==> src/rtl/fetch_stage_if.sv <==
// Cache-side and decode-side signal bundle for the fetch stage.
// master: fetch stage; slave: cache + decode environment.
interface fetch_stage_if #(
   parameter int ADDR_WIDTH  = 64,
   parameter int INSTR_WIDTH = 32
);
   logic                   cache_read_enable;
   logic [ADDR_WIDTH-1:0]  cache_address;
   logic [2:0]             cache_data_size;
   logic [63:0]            cache_data;
   logic                   cache_send_enable;
   logic                   cache_send_complete;
   logic                   if_valid;
   logic                   if_ready;
   logic [INSTR_WIDTH-1:0] if_instr;
   logic [ADDR_WIDTH-1:0]  if_pc;

   modport master (
      output cache_read_enable, cache_address, cache_data_size, cache_send_complete,
      output if_valid, if_instr, if_pc,
      input  cache_data, cache_send_enable, if_ready
   );

   modport slave (
      input  cache_read_enable, cache_address, cache_data_size, cache_send_complete,
      input  if_valid, if_instr, if_pc,
      output cache_data, cache_send_enable, if_ready
   );
endinterface

==> src/rtl/fetch_stage.sv <==
// Instruction fetch stage: owns the PC, issues one read per instruction to the
// L1 cache, completes the send handshake and hands {pc, instr} to decode
// through a single-entry valid/ready slot. Redirects discard in-flight work.
// Optional: define FETCH_PERF_CNT_EN to add perf_fetched / perf_stall_cycles.
module fetch_stage #(
   parameter int                    ADDR_WIDTH  = 64,
   parameter int                    INSTR_WIDTH = 32,
   parameter logic [ADDR_WIDTH-1:0] RESET_PC    = '0,
   parameter int                    PC_STEP     = 4
) (
   input  logic                  clock,
   input  logic                  reset,
   input  logic                  fetch_enable,
   input  logic                  redirect_valid,
   input  logic [ADDR_WIDTH-1:0] redirect_pc,
   fetch_stage_if.master         bus
`ifdef FETCH_PERF_CNT_EN
   ,
   output logic [31:0]           perf_fetched,
   output logic [31:0]           perf_stall_cycles
`endif
);
   typedef enum logic [1:0] {S_IDLE, S_REQUEST, S_WAIT_DATA, S_ACK} state_t;

   localparam logic [ADDR_WIDTH-1:0] STEP = ADDR_WIDTH'(PC_STEP);

   state_t                 state_q, state_d;
   logic [ADDR_WIDTH-1:0]  pc_q, pc_d;
   logic [ADDR_WIDTH-1:0]  req_pc_q, req_pc_d;
   logic [ADDR_WIDTH-1:0]  if_pc_q, if_pc_d;
   logic [INSTR_WIDTH-1:0] instr_q, instr_d;
   logic                   flush_q, flush_d;
   logic                   valid_q, valid_d;
   logic                   load;
   logic                   deliver;
   logic [ADDR_WIDTH-1:0]  redirect_tgt;

   // Redirect targets are word aligned; low two bits are dropped.
   assign redirect_tgt = {redirect_pc[ADDR_WIDTH-1:2], 2'b00};

   // State, PC and output slot registers.
   always_ff @(posedge clock) begin
      if (reset) begin
         state_q  <= S_IDLE;
         pc_q     <= RESET_PC;
         req_pc_q <= '0;
         if_pc_q  <= '0;
         instr_q  <= '0;
         flush_q  <= 1'b0;
         valid_q  <= 1'b0;
      end else begin
         state_q  <= state_d;
         pc_q     <= pc_d;
         req_pc_q <= req_pc_d;
         if_pc_q  <= if_pc_d;
         instr_q  <= instr_d;
         flush_q  <= flush_d;
         valid_q  <= valid_d;
      end
   end

   // Next state, capture decision and slot update; a redirect overrides both
   // a same-cycle capture and a same-cycle decode handshake.
   always_comb begin
      state_d  = state_q;
      pc_d     = pc_q;
      req_pc_d = req_pc_q;
      flush_d  = flush_q;
      load     = 1'b0;
      deliver  = valid_q && bus.if_ready;
      valid_d  = valid_q && !deliver;
      instr_d  = instr_q;
      if_pc_d  = if_pc_q;

      case (state_q)
         S_IDLE: begin
            // Only fetch when the slot is empty or being drained this cycle.
            if (fetch_enable && (!valid_q || bus.if_ready)) state_d = S_REQUEST;
         end
         S_REQUEST: begin
            req_pc_d = pc_q;
            state_d  = S_WAIT_DATA;
            if (redirect_valid) flush_d = 1'b1;
         end
         S_WAIT_DATA: begin
            if (bus.cache_send_enable) begin
               load    = !flush_q && !redirect_valid;
               flush_d = 1'b0;
               state_d = S_ACK;
            end else if (redirect_valid) begin
               flush_d = 1'b1;
            end
         end
         S_ACK: begin
            if (!bus.cache_send_enable) state_d = S_IDLE;
         end
         default: state_d = S_IDLE;
      endcase

      if (load) begin
         valid_d = 1'b1;
         instr_d = bus.cache_data[INSTR_WIDTH-1:0];
         if_pc_d = req_pc_q;
         pc_d    = req_pc_q + STEP;
      end

      if (redirect_valid) begin
         pc_d    = redirect_tgt;
         valid_d = 1'b0;
      end
   end

   assign bus.cache_read_enable   = (state_q == S_REQUEST);
   assign bus.cache_address       = (state_q == S_REQUEST) ? pc_q : '0;
   assign bus.cache_data_size     = 3'd4;
   assign bus.cache_send_complete = (state_q == S_ACK);
   assign bus.if_valid            = valid_q;
   assign bus.if_instr            = instr_q;
   assign bus.if_pc               = if_pc_q;

`ifdef FETCH_PERF_CNT_EN
   logic [31:0] perf_fetched_q, perf_stall_q;

   // Delivered-instruction and decode-stall counters; both wrap at 2^32.
   always_ff @(posedge clock) begin
      if (reset) begin
         perf_fetched_q <= '0;
         perf_stall_q   <= '0;
      end else begin
         if (deliver && !redirect_valid) perf_fetched_q <= perf_fetched_q + 32'd1;
         if (valid_q && !bus.if_ready)   perf_stall_q   <= perf_stall_q + 32'd1;
      end
   end

   assign perf_fetched      = perf_fetched_q;
   assign perf_stall_cycles = perf_stall_q;
`endif
endmodule

==> src/flat_wrapper.sv <==
// flat-port wrapper written by rule: the top's interface ports become plain ports
module fetch_stage_flat 
#(
   parameter int                    ADDR_WIDTH  = 64,
   parameter int                    INSTR_WIDTH = 32,
   parameter logic [ADDR_WIDTH-1:0] RESET_PC    = '0,
   parameter int                    PC_STEP     = 4
)
  (clock, reset, fetch_enable, redirect_valid, redirect_pc, bus_cache_read_enable, bus_cache_address, bus_cache_data_size, bus_cache_send_complete, bus_if_valid, bus_if_instr, bus_if_pc, bus_cache_data, bus_cache_send_enable, bus_if_ready);
  fetch_stage_if #(.ADDR_WIDTH(ADDR_WIDTH), .INSTR_WIDTH(INSTR_WIDTH)) bus_i ();
  input  logic clock;
  input  logic reset;
  input  logic fetch_enable;
  input  logic redirect_valid;
  input  logic [ADDR_WIDTH-1:0] redirect_pc;
  output wire logic [$bits(bus_i.cache_read_enable)-1:0] bus_cache_read_enable;
  output wire logic [$bits(bus_i.cache_address)-1:0] bus_cache_address;
  output wire logic [$bits(bus_i.cache_data_size)-1:0] bus_cache_data_size;
  output wire logic [$bits(bus_i.cache_send_complete)-1:0] bus_cache_send_complete;
  output wire logic [$bits(bus_i.if_valid)-1:0] bus_if_valid;
  output wire logic [$bits(bus_i.if_instr)-1:0] bus_if_instr;
  output wire logic [$bits(bus_i.if_pc)-1:0] bus_if_pc;
  input wire logic [$bits(bus_i.cache_data)-1:0] bus_cache_data;
  input wire logic [$bits(bus_i.cache_send_enable)-1:0] bus_cache_send_enable;
  input wire logic [$bits(bus_i.if_ready)-1:0] bus_if_ready;
  assign bus_cache_read_enable = bus_i.cache_read_enable;
  assign bus_cache_address = bus_i.cache_address;
  assign bus_cache_data_size = bus_i.cache_data_size;
  assign bus_cache_send_complete = bus_i.cache_send_complete;
  assign bus_if_valid = bus_i.if_valid;
  assign bus_if_instr = bus_i.if_instr;
  assign bus_if_pc = bus_i.if_pc;
  assign bus_i.cache_data = bus_cache_data;
  assign bus_i.cache_send_enable = bus_cache_send_enable;
  assign bus_i.if_ready = bus_if_ready;
  fetch_stage #(.ADDR_WIDTH(ADDR_WIDTH), .INSTR_WIDTH(INSTR_WIDTH), .RESET_PC(RESET_PC), .PC_STEP(PC_STEP)) u_core (.clock(clock), .reset(reset), .fetch_enable(fetch_enable), .redirect_valid(redirect_valid), .redirect_pc(redirect_pc), .bus(bus_i));
endmodule
==> config.mk <==
export PLATFORM = sky130hd
export DESIGN_NAME = fetch_stage_flat
export DESIGN_NICKNAME = d
export VERILOG_FILES = /design/src/rtl/fetch_stage_if.sv /design/src/rtl/fetch_stage.sv /design/src/flat_wrapper.sv
export SDC_FILE = /design/constraint.sdc
export NUM_CORES = 1
export LEC_CHECK = 0
export ABC_AREA = 0
export CAP_MARGIN = 10
export CORE_AREA = 2 2 159 161
export CTS_CLUSTER_SIZE = 28
export DETAILED_ROUTE_END_ITERATION = 16
export DIE_AREA = 0 0 161 163
export GPL_TIMING_DRIVEN = 0
export PLACE_DENSITY = 0.75
export SYNTH_ARGS = -nofsm -noshare
export SYNTH_HDL_FRONTEND = slang
export SYNTH_SLANG_ARGS = --single-unit
==> constraint.sdc <==
create_clock -name clock -period 2.1 [get_ports clock]
set_input_delay 0.21 -clock clock [delete_from_list [all_inputs] [get_ports clock]]
set_output_delay 0.21 -clock clock [all_outputs]
set_load 0.005 [all_outputs]
## After elaboration in Yosys (flattened, before gate mapping)

Index checks and enable logic that the tools add are counted.

- Register bits after elaboration: 228
- Output and inout bits: 166
- Input bits: 134
- Logic and storage cells: 42

- Add/sub/neg operators: 1
- Multiplexer cells: 13
- Eq/ne operators: 6
- Reduce and logical (&&, ||, !) cells: 14

Operators by type and width:

| cell | count |
|---|---|
| 64-bit two-way mux | 3 |
| 64-bit by 3-bit adder with 64-bit output (second input constant) | 1 |
| 2-bit one-hot mux with 4 select lines | 1 |
| 2-bit two-way mux | 3 |
| 1-bit two-way mux | 5 |
| 2-bit equality test (second input constant) | 2 |
| 1-bit logical AND | 4 |
| 1-bit logical NOT | 4 |
| 2-bit inequality test (second input constant) | 2 |
| 2-bit nonzero test | 2 |
| 3-bit AND reduction | 1 |
| 2-bit by 1-bit equality test with 1-bit output (second input constant) | 1 |
| 2-bit logical NOT | 1 |
| 2-bit by 1-bit inequality test with 1-bit output (second input constant) | 1 |
| 1-bit one-hot mux with 2 select lines | 1 |
| 2-bit OR reduction | 1 |
| 1-bit logical OR | 1 |

## Logic depth before layout (Yosys ltp)

Gate-level depths: netlist (run 1).

- Word-level depth: 6
- Depth in mapped cells: 10
- Depth with buffers taken out: 7

## Worst setup path before layout (run 1)

No wires, ideal clock.

- Path kind: reg2reg
- Start point: reg u_core.state_q[0]
- End point: reg u_core.pc_q[56]
- Library setup time: 79 ps
- Required time: 2021 ps
- Path buffers: 2
- Stages on the path, launching flop included: 9
- Period minus slack after synthesis: 1990 ps
- Arrival time: 1911 ps
- Slack: 110 ps
- Cell sequence: dfxtp_1 inv_1 ha_1 nand4bb_1 clkbuf_1 or2_2 clkbuf_1 or4_1 o211ai_1

- Word-level cells in the longest chain between the ends: 3

RTL lines:

| element | line | RTL |
|---|---|---|
| start: declaration | fetch_stage.sv:27 | `state_t state_q, state_d;` |
| start signal: assignment | fetch_stage.sv:52 | `state_q <= state_d;` |
| 2-bit equality test | fetch_stage.sv:75 | `case (state_q)` |
| 1-bit two-way mux | fetch_stage.sv:75 |  |
| 2-bit nonzero test (no source line) | n/a |  |
| end signal: assignment | fetch_stage.sv:53 | `pc_q <= pc_d;` |
| end: declaration | fetch_stage.sv:28 | `logic [ADDR_WIDTH-1:0] pc_q, pc_d;` |

No other way between the ends.
A chain may end at the register's enable or synchronous reset.

## Worst setup path after layout (run 1)

- Start point: reg u_core.state_q[1]
- End point: out bus_cache_address[43]

- Word-level cells in the longest chain between the ends: 2

RTL lines:

| element | line | RTL |
|---|---|---|
| 2-bit by 1-bit equality test with 1-bit output | fetch_stage.sv:114 | `assign bus.cache_address = (state_q == S_REQUEST) ? pc_q : '0;` |
| 64-bit two-way mux | fetch_stage.sv:114 |  |
| end: declaration | flat_wrapper.sv:17 | `output wire logic [$bits(bus_i.cache_address)-1:0] bus_cache_address;` |

No other way between the ends.

==> results.toml, run 1 <==
[status]
status = "finished, final reports clean"

[power]
power_density_nw_per_um2 = 807
seq_power_share = 0.408
sw_frac_of_total = 0.307
comb_power_share = 0.244
p_int_mw = 8.24
power.switching_mw = 3.65
p_leak_nw = 5.37
clkPwrFrac = 0.348
peakVddDrop_uv = 520

[logic_synthesis]
yosysSeqAreaShare = 0.441
synth-main-ff-cell = "dfxtp_1"
postSynthCellCount = 1343
ys_seq_elements = 228
syn-cell-area_um2 = 10300
ys_async_sr_fraction = 0
syn_avg_cell_area_um2 = 7.70
yosys_warnings = 0
yosysUniqueCellTypes = 55
synth_edf_count = 0

[placed_design]
placed_cell_area_um2 = 13400
port_buffers = 262
gp_congestion = 0.951
dp_hpwl_um = 27800

[setup_path]
cp.arrival_ps = 1870
reg2reg_depth = 7
start_kind = "register"
timing.rr.end = "u_core.pc_q[31]"
crit_path_end_kind = "output port"
cpPeakStageDelay_ps = 330
critPathMaxFanout = 10
rr_startpoint = "u_core.req_pc_q[4]"
crit_chain = "inv_2, ha_4, clkbuf_16, buf_6, clkbuf_16, and2_4, clkdlybuf4s15_1"
critPathKind = "register to output port"
critPathSlowestCell = "dfxtp_2"
cp.required_ps = 1890
ff2ff_setup_slack_ps = 30
path_common_cell = "clkbuf_16"

[layout]
area_growth_pct = 42.4
mostFrequentLayoutCell = "nand2_1"
mostFrequentLayoutCells = "nand2_1, a21oi_1, dfxtp_1, clkdlybuf4s50_1, nor2_1"
drive_gt1_frac = 0.147
nets = 1794
diodes = 0
finalInstanceArea_um2 = 14700

[clock_network]
clockRootBuffer = "clkbuf_16"
cts_tree = "yes"
clockBufferDepth = 3
cts.sinks = 228
clock_latency_ps = 540
cts-buffers-inserted = 24
htreeDepth = 1
clkTransAtPathRegs_ps = 60

[detailed_routing]
via_count = 11178
post_drt_via_cell_ratio = 5.59
wl_um = 38400
drt_iter0_markers = 1023
drt_drc_violations_left = 0
dr.pass1.iters = 6
ant_nets = 0
wl_per_cell_um = 19.2

[worst_hold_path]
hp-start = "bus_cache_data[20]"
hp-class = "primary input to register"
min_path_cells = 3
min_to = "u_core.bus.if_instr[20]"

[sta]
relSlewSlack = 0.520
hold_viol_final = 0
min_period_ps = 2080
worst_pin_slew_ps = 720
maxSlewViolCount = 0
timing.setup.tns_ps = 0
worst_clock_skew_ps = 36.1
fmax_mhz = 481
finalCritPeriodShare = 0.991
finalSetupViolations = 0

[grt]
grt_usage = 0.279
grt_max_degree = 14
antenna_found_initial = 1
grt_pass1_vias = 10582
grt-ovfl-total = 0
grt_pass1_wl_um = 58000

[run]
drv_cap = 0

[floorplanning]
fp.coreArea_um2 = 24700
rows = 58
io_pins = 300
die_h_um = 163
initial_utilization = 0.419
dieArea_um2 = 26200
fp.dieW_um = 161
## repair_timing
| action | 4_1_cts | 5_1_grt |
|---|---|---|
| gates resized for setup | 238 | 87 |
| setup endpoints to repair | 287 | 163 |
| hold buffers | 0 | 0 |
| cloned | 1 | 0 |
| endpoints found under the hold margin | 0 | 0 |
| pin swaps | 8 | 12 |
| setup buffers | 15 | 17 |
## worst max-delay path by stage
| stage | endpoint | cells after the start | from | slack [ps] |
|---|---|---|---|---|
| after detailed placement | u_core.bus.if_pc[63] | 7 | bus_cache_send_enable | -920 |
| after floorplan | u_core.pc_q[56] | 8 | u_core.state_q[0] | 110 |
| final | bus_cache_address[43] | 7 | u_core.state_q[1] | 20 |
| after global routing | u_core.pc_q[56] | 5 | u_core.req_pc_q[40] | -30 |
| after CTS | bus_cache_address[56] | 7 | u_core.state_q[1] | -20 |
| after global placement | u_core.bus.if_pc[63] | 7 | bus_cache_send_enable | -940 |
## state kept, by name (all words and copies together) (netlist names)
name / count
u_core.bus.if_pc: 64
u_core.state_q: 2
u_core.bus.if_instr: 32
u_core.pc_q: 64
u_core.req_pc_q: 64
u_core.flush_q: 1
u_core.bus.if_valid: 1
## per-layer routing
metal	vias up	share of wire	track usage	wire length, um
met5	-	0	0	0
met3	83	0.083	0.0420	3180
met1	5228	0.41	0.364	15900
li1	5264	-	-	-
met2	603	0.47	0.469	18000
met4	0	0.034	0.107	1320
## cells by family after synthesis
family                   after synthesis  share of synthesized area
AO/OA/AOI/OAI                        311                      0.172
XOR/XNOR                              27                     0.0229
adder cells (fa/ha/maj)                6                    0.00726
buffers and inverters                132                     0.0515
flip-flops                           228                      0.441
multiplexers                           3                    0.00290
other                                  2                   0.000726
AND/OR/NAND/NOR                      634                      0.302
## layout make-up
| type | instances | area, um2 |
|---|---|---|
| Tap cell | 330 | 413 |
| Sequential cell | 228 | 4600 |
| Timing Repair Buffer | 295 | 2740 |
| Fill cell | 2291 | 9940 |
| Clock buffer | 35 | 713 |
| Clock inverter | 8 | 47.5 |
| Buffer | 114 | 692 |
| Inverter | 7 | 26.3 |
| Multi-Input combinational cell | 984 | 5500 |
## power groups by stage
stage	Clock [mW]	Combinational (mW)	Sequential, mW
2_1_floorplan	0	1.28	4.80
3_3_place_gp	0	2.32	4.86
3_5_place_dp	0	2.36	4.87
4_1_cts	4.17	2.77	4.82
5_1_grt	4.35	3.09	4.87
6_report	4.14	2.90	4.85
## synthesized netlist by cell type (6+ instances only)
| cell | number | area, um2 |
|---|---|---|
| nand2_1 | 264 | 991 |
| o22ai_1 | 18 | 113 |
| or3_1 | 9 | 56.3 |
| and3_1 | 10 | 62.6 |
| buf_2 | 12 | 60.1 |
| nor3_1 | 20 | 100 |
| nand4_1 | 38 | 238 |
| xor2_1 | 9 | 78.8 |
| o211ai_1 | 14 | 105 |
| or4_1 | 13 | 97.6 |
| and2_1 | 71 | 444 |
| clkbuf_2 | 6 | 30.0 |
| a22oi_1 | 21 | 158 |
| inv_1 | 6 | 22.5 |
| dfxtp_1 | 228 | 4560 |
| nand3_1 | 29 | 145 |
| clkbuf_1 | 96 | 360 |
| o221ai_1 | 10 | 87.6 |
| nor4_1 | 14 | 87.6 |
| ha_1 | 6 | 75.1 |
| a21oi_1 | 214 | 1070 |
| nand3b_1 | 15 | 113 |
| xnor2_1 | 18 | 158 |
| nor2_1 | 119 | 447 |
| buf_1 | 7 | 26.3 |
| o21ai_0 | 11 | 55.1 |
## critical path, delay by kind of cell, from the launching register on
| family | cells | cell delay (ps) |
|---|---|---|
| flops | 1 | 330 |
| buf+inv | 5 | 690 |
| fa+ha+maj | 1 | 170 |
| simple gates | 1 | 140 |
## metrics by stage
step | hold slack, ps | util | worst slack, ps | power [mW] | cells
2_1_floorplan | 329 | - | 110 | 6.08 | 1344
3_3_place_gp | 439 | 0.542 | -936 | 7.18 | 1936
3_5_place_dp | 446 | 0.542 | -923 | 7.23 | 1936
4_1_cts | 237 | 0.588 | -16.2 | 11.8 | 1984
5_1_grt | 236 | 0.597 | -32.5 | 12.3 | 2001
6_report | 248 | 0.597 | 19.1 | 11.9 | 2001
Note: power is estimated with default switching activity, not from simulation.
==> run 2, diff against run 1 <==
TNS_END_PERCENT = 100   (was not set)
==> results of run 2 <==
Final layout, timing and power as in run 1 (identical DEF).
